**src/rtl/hb_mac_ctrl.sv**
```systemverilog
// Control sequencer for a symmetric halfband decimate-by-2 FIR: write pointer, decimation phase,
// tap-pair address issue and pipeline-aligned accumulator clear/enable/valid pulses.
module hb_mac_ctrl #(
  parameter int ADDR_W   = 5,
  parameter int NPAIRS   = 4,
  parameter int PIPE_LAT = 2,
  localparam int CW      = (NPAIRS > 1) ? $clog2(NPAIRS) : 1
) (
  input  logic              clock,
  input  logic              reset,
  input  logic              enable,
  input  logic              strobe_in,
  output logic [ADDR_W-1:0] wr_addr,
  output logic [ADDR_W-1:0] rd_addr_a,
  output logic [ADDR_W-1:0] rd_addr_b,
  output logic [ADDR_W-1:0] center_addr,
  output logic [CW-1:0]     coef_addr,
  output logic              acc_clear,
  output logic              acc_enable,
  output logic              strobe_out,
  output logic              busy,
  output logic              overrun
);

  localparam int FW = (PIPE_LAT > 0) ? $clog2(PIPE_LAT + 1) : 1;

  localparam logic [ADDR_W-1:0] OFS_B  = ADDR_W'(4 * NPAIRS - 2);
  localparam logic [ADDR_W-1:0] OFS_C  = ADDR_W'(2 * NPAIRS - 1);
  localparam logic [ADDR_W-1:0] STEP   = ADDR_W'(2);
  localparam logic [ADDR_W-1:0] ONE_A  = ADDR_W'(1);
  localparam logic [CW-1:0]     K_LAST = CW'(NPAIRS - 1);
  localparam logic [CW-1:0]     ONE_K  = CW'(1);
  localparam logic [FW-1:0]     F_LAST = FW'(PIPE_LAT);
  localparam logic [FW-1:0]     ONE_F  = FW'(1);

  typedef enum logic [1:0] {IDLE, RUN, FLUSH} state_t;

  state_t            state;
  logic              phase;
  logic [CW-1:0]     k;
  logic [FW-1:0]     fcnt;
  // Stage 0 of each pipe is the issue-time flag, aligned with the addresses it belongs to.
  logic [PIPE_LAT:0]   clr_pipe;
  logic [PIPE_LAT:0]   en_pipe;
  logic [PIPE_LAT+1:0] last_pipe;

  logic trigger;
  assign trigger = strobe_in & phase;

  assign acc_clear  = clr_pipe[PIPE_LAT];
  assign acc_enable = en_pipe[PIPE_LAT];
  assign strobe_out = last_pipe[PIPE_LAT+1];

  always_ff @(posedge clock) begin
    if (reset || !enable) begin
      state       <= IDLE;
      phase       <= 1'b0;
      k           <= '0;
      fcnt        <= '0;
      wr_addr     <= '0;
      rd_addr_a   <= '0;
      rd_addr_b   <= '0;
      center_addr <= '0;
      coef_addr   <= '0;
      busy        <= 1'b0;
      clr_pipe    <= '0;
      en_pipe     <= '0;
      last_pipe   <= '0;
      if (reset) overrun <= 1'b0;
    end else begin
      for (int i = PIPE_LAT; i > 0; i--) begin
        clr_pipe[i] <= clr_pipe[i-1];
        en_pipe[i]  <= en_pipe[i-1];
      end
      for (int i = PIPE_LAT + 1; i > 0; i--) begin
        last_pipe[i] <= last_pipe[i-1];
      end
      clr_pipe[0]  <= 1'b0;
      en_pipe[0]   <= 1'b0;
      last_pipe[0] <= 1'b0;

      if (strobe_in) begin
        wr_addr <= wr_addr + ONE_A;
        phase   <= ~phase;
      end

      case (state)
        IDLE: begin
          if (trigger) begin
            // The sample being written this cycle is the newest tap of the run.
            state        <= RUN;
            busy         <= 1'b1;
            k            <= '0;
            rd_addr_a    <= wr_addr;
            rd_addr_b    <= wr_addr - OFS_B;
            center_addr  <= wr_addr - OFS_C;
            coef_addr    <= '0;
            clr_pipe[0]  <= 1'b1;
            en_pipe[0]   <= 1'b1;
            last_pipe[0] <= (K_LAST == '0);
          end
        end
        RUN: begin
          if (k == K_LAST) begin
            state <= FLUSH;
            fcnt  <= '0;
          end else begin
            k            <= k + ONE_K;
            rd_addr_a    <= rd_addr_a - STEP;
            rd_addr_b    <= rd_addr_b + STEP;
            coef_addr    <= coef_addr + ONE_K;
            en_pipe[0]   <= 1'b1;
            last_pipe[0] <= ((k + ONE_K) == K_LAST);
          end
        end
        FLUSH: begin
          if (fcnt == F_LAST) begin
            state <= IDLE;
            busy  <= 1'b0;
          end else begin
            fcnt <= fcnt + ONE_F;
          end
        end
        default: state <= IDLE;
      endcase

      if (trigger && (state != IDLE)) overrun <= 1'b1;
    end
  end

endmodule

```
**config.mk**
```make
export PLATFORM = sky130hd
export DESIGN_NAME = hb_mac_ctrl
export DESIGN_NICKNAME = d
export VERILOG_FILES = /design/src/rtl/hb_mac_ctrl.sv
export SDC_FILE = /design/constraint.sdc
export NUM_CORES = 1
export LEC_CHECK = 0
export ABC_AREA = 1
export ABC_CLOCK_PERIOD_IN_PS = 1620
export CORE_MARGIN = 4
export CORE_UTILIZATION = 51
export DETAILED_ROUTE_END_ITERATION = 8
export GPL_TIMING_DRIVEN = 1
export PLACE_DENSITY = 0.89
export SLEW_MARGIN = 30
export SYNTH_ARGS = -nofsm -noshare
export SYNTH_HDL_FRONTEND = slang
export SYNTH_SLANG_ARGS = --single-unit
```
**constraint.sdc**
```tcl
create_clock -name clock -period 1.62 [get_ports clock]
set_input_delay 0.243 -clock clock [delete_from_list [all_inputs] [get_ports clock]]
set_output_delay 0.243 -clock clock [all_outputs]
set_load 0.03 [all_outputs]
```
==> impl_results.md <==
* Switching Fraction at 0.2259
* Placed Instances at 308
* Yosys cell types at 28
* Relative slew slack at 0.7666
* Final setup fails at 0
* Register area share after synthesis at 0.4635
* Grt ovf at 0
* Total negative setup slack at 0 ns
* Clock power share at 0.355
* CTS tree: yes
* Port buffer count at 30
* Drt first-iter violations at 110
* Cell count along the critical path at 1
* First-pass GRT wire length at 6285 µm
* Required time of the worst setup path at about 1.4 ns
* Fin. Hold Viols at 0
* CTS hold repair buffers at 0
* RSZ-0062 raised after global routing: no
* PD cells at 804.6 mW/mm²
* Launch point of the worst path: en_pipe[2]
* Routability congestion estimate at 0.8760
* GR peak layer: met2
* Die area at 0.004431 mm²
* Met3 Use GR at 0.06408
* Total power at about 0.0018 W
* Async SR Flop Fraction at 0
* Leak at 1.116 nW
* Worst Setup End Kind: output pin
* Int Pwr at ~0.0014 W
* Layout Cells excl Fill at 316
* Fin area at 0.002201 mm²
* GRT met2 Usage at 0.3144
* Fin Hold WS at approximately 0.4 ns
* Critical path class: flop to output pin
* Worst path cell trace: clkdlybuf4s50_1
* Worst Tran Pin Value at 0.3492 ns
* CP max-delay cell: clkdlybuf4s50_1
* Largest net degree at the start of global routing at 20
* Commonest cells post-synth: nand2_1 (43), dfxtp_1 (39), nor2_1 (38)
* Max Freq at 637.8 MHz
* DP Area at around 0.0021 mm²
* Die Y at 66.57 µm
* DR vias/cell at just under 5
* Global Route met1 Usage at 0.2207
* Syn Inst Count at 231
* DRC Markers at 0
* Critical Path End: acc_enable
* Nets@finish at 281
* CP max stage delay at between 0.6 and 0.7 ns
* Most common cell in the synthesized netlist: nand2_1
* Outcome: completed
* Die Span X at 66.57 µm
* Area contributors post-synth: dfxtp_1 (45%), nand2_1 (9.2%), nor2_1 (8.2%)
* Fill count at approximately 300
* Layout area overhead at 25.82%
* Hold crit path type: flop to flop
* Clock-pin slew on the worst setup and hold paths at approximately 0.12 ns
* Area of the multi-input gates at 787.0 µm²
* Pre-antenna DRT Iters at 4
* Primary FF master, synth: dfxtp_1
* Share of layout cells above drive strength 1 at 0.08148
* Gr usage total at 0.1874
* Clock Sinks at 40
* R2R Path Start: state[1]
* Part of the cycle the worst path needs at 0.9678
* Syn_area_per_cell at 7.572 µm²
* Pins Over Slew Limit at 0
* Reg area at 810.8 µm²
* Combinational Power Share at 0.074
* CP Max Fanout at 1
* Hpwl dp at 2591 µm
* Cts bufs inserted at 5
* Wire length per cell at 11.22 µm
* Critical Path AT at 1.32 ns
* Post-synth EDFFs at 1
* Buffers & Inverters on Critical Path at 1
* Antenna Violating Nets Remaining at 0
* Final WL at between 3000 and 4000 µm
* Max H-tree Level at 2
* Setup Skew at 0.01043 ns
* Clock latency at the later pin of the worst-skew pair at 0.34 ns
* Vias in the first global route at ~1500
* #FFs+latches synth at 40
* Max Cap Violations at 0
* # diodes at 0
* YS warnings at 0
* Sequential Power Share at 0.570
* Initial Util at 0.5242
* Final Critical Period at 1.568 ns
* Clock Path Buffers at 2
* Ports at 31
* Sw power at 0.0004001 W
* Initial antenna violation count at 0
* Setup Buffers After CTS at 0
* Synth top area share at 0.4464
* Crit start category: flop
* Core ar. at 0.003337 mm²
* R2r worst-path depth at 7
* Syn nets at ~240
* Cell area after synthesis at between 0.0015 and 0.002 mm²
* Reg2reg setup slack at 0.24 ns
* Clk root buf: clkbuf_4
* CP delay by family, top: buffers and inverters
* Row count at 21
* Area leader, netlist: dfxtp_1
* Maximum VDD drop at about 0.00062 V
* R2r endpoint: fcnt[1]
* Via count at 1568
==> state kept, by name (all words and copies together), names as in the netlist <==
| name | cells |
|---|---|
| busy | 1 |
| center_addr | 5 |
| clr_pipe | 3 |
| coef_addr | 2 |
| en_pipe | 3 |
| fcnt | 2 |
| k | 2 |
| last_pipe | 4 |
| overrun | 1 |
| phase | 1 |
| rd_addr_a | 5 |
| rd_addr_b | 4 |
| state | 2 |
| wr_addr | 5 |
==> layout make-up <==
| class | count | area share |
|---|---|---|
| clock buffers | 6 | 0.01876 |
| well taps | 46 | 0.02615 |
| repair buffers | 36 | 0.1569 |
| inverters | 33 | 0.05628 |
| multi-input cells | 153 | 0.3576 |
| clock inverters | 2 | 0.01592 |
| flip-flops and latches | 40 | 0.3684 |
==> placed cells by master (no fill, tap or decap), drive strengths merged <==
master / instances
nor3: 2
a211oi: 1
buf: 6
nand2: 47
o211ai: 1
o31ai: 1
clkdlybuf4s50: 5
o21ai: 17
dlymetal6s2s: 5
bufinv: 1
nand3: 10
ha: 8
dfxtp: 39
clkbuf: 6
dlygate4sd2: 20
or2: 2
clkinv: 2
inv: 32
nor3b: 1
a21oi: 17
o21bai: 1
xor2: 4
o211a: 1
nor2: 40
edfxtp: 1
==> power groups by stage <==
stage	registers [W]	clock network, W	logic [W]
CTS	0.00101	0.000650	0.000133
finish	0.00101	0.000629	0.000132
floorplan	0.00105	0	0.0000599
detailed placement	0.00103	0	0.000138
global route	0.00101	0.000695	0.000145
global placement	0.00103	0	0.000136
==> stage by stage <==
| step | util | setup WS, ns |
|---|---|---|
| 6_report | 0.6595 | 0.05210 |
| 5_1_grt | 0.6595 | 0.007076 |
| 4_1_cts | 0.6558 | 0.0006808 |
| 3_5_place_dp | 0.6404 | 0.008352 |
| 3_3_place_gp | 0.6404 | 0.09140 |
| 2_1_floorplan | - | 0.2229 |
==> logic make-up (layout without fill, tap and decap cells) <==
family,after synthesis,after routing,synth area share
AO/OA/AOI/OAI,39,39,0.1202
buffers and inverters,38,77,0.08654
flip-flops,40,40,0.4635
AND/OR/NAND/NOR,102,102,0.2525
adder cells (fa/ha/maj),8,8,0.05723
XOR/XNOR,4,4,0.02003
==> worst min path at each step <==
| stage | from | end | slack, ns | cells after the start |
|---|---|---|---|---|
| 6_report | last_pipe[1] | last_pipe[2] | 0.41 | 2 |
| 5_1_grt | last_pipe[0] | last_pipe[1] | 0.43 | 2 |
| 4_1_cts | last_pipe[1] | last_pipe[2] | 0.41 | 2 |
| 3_5_place_dp | last_pipe[0] | last_pipe[1] | 0.40 | 2 |
| 3_3_place_gp | clr_pipe[0] | clr_pipe[1] | 0.39 | 2 |
| 2_1_floorplan | strobe_in | wr_addr[0] | 0.38 | 2 |
==> metal layers <==
layer | share of wire | wire [µm]
met5 | 0 | 0
met4 | 0.014 | 48
met3 | 0.047 | 167
met2 | 0.48 | 1717
met1 | 0.45 | 1610
==> timing repair <==
action / 4_1_cts / 5_1_grt
pin swaps: 0 / 0
endpoints found under the setup margin: 20 / 5
resized for setup: 20 / 5
No activity file was read; power rests on OpenSTA's default activity.
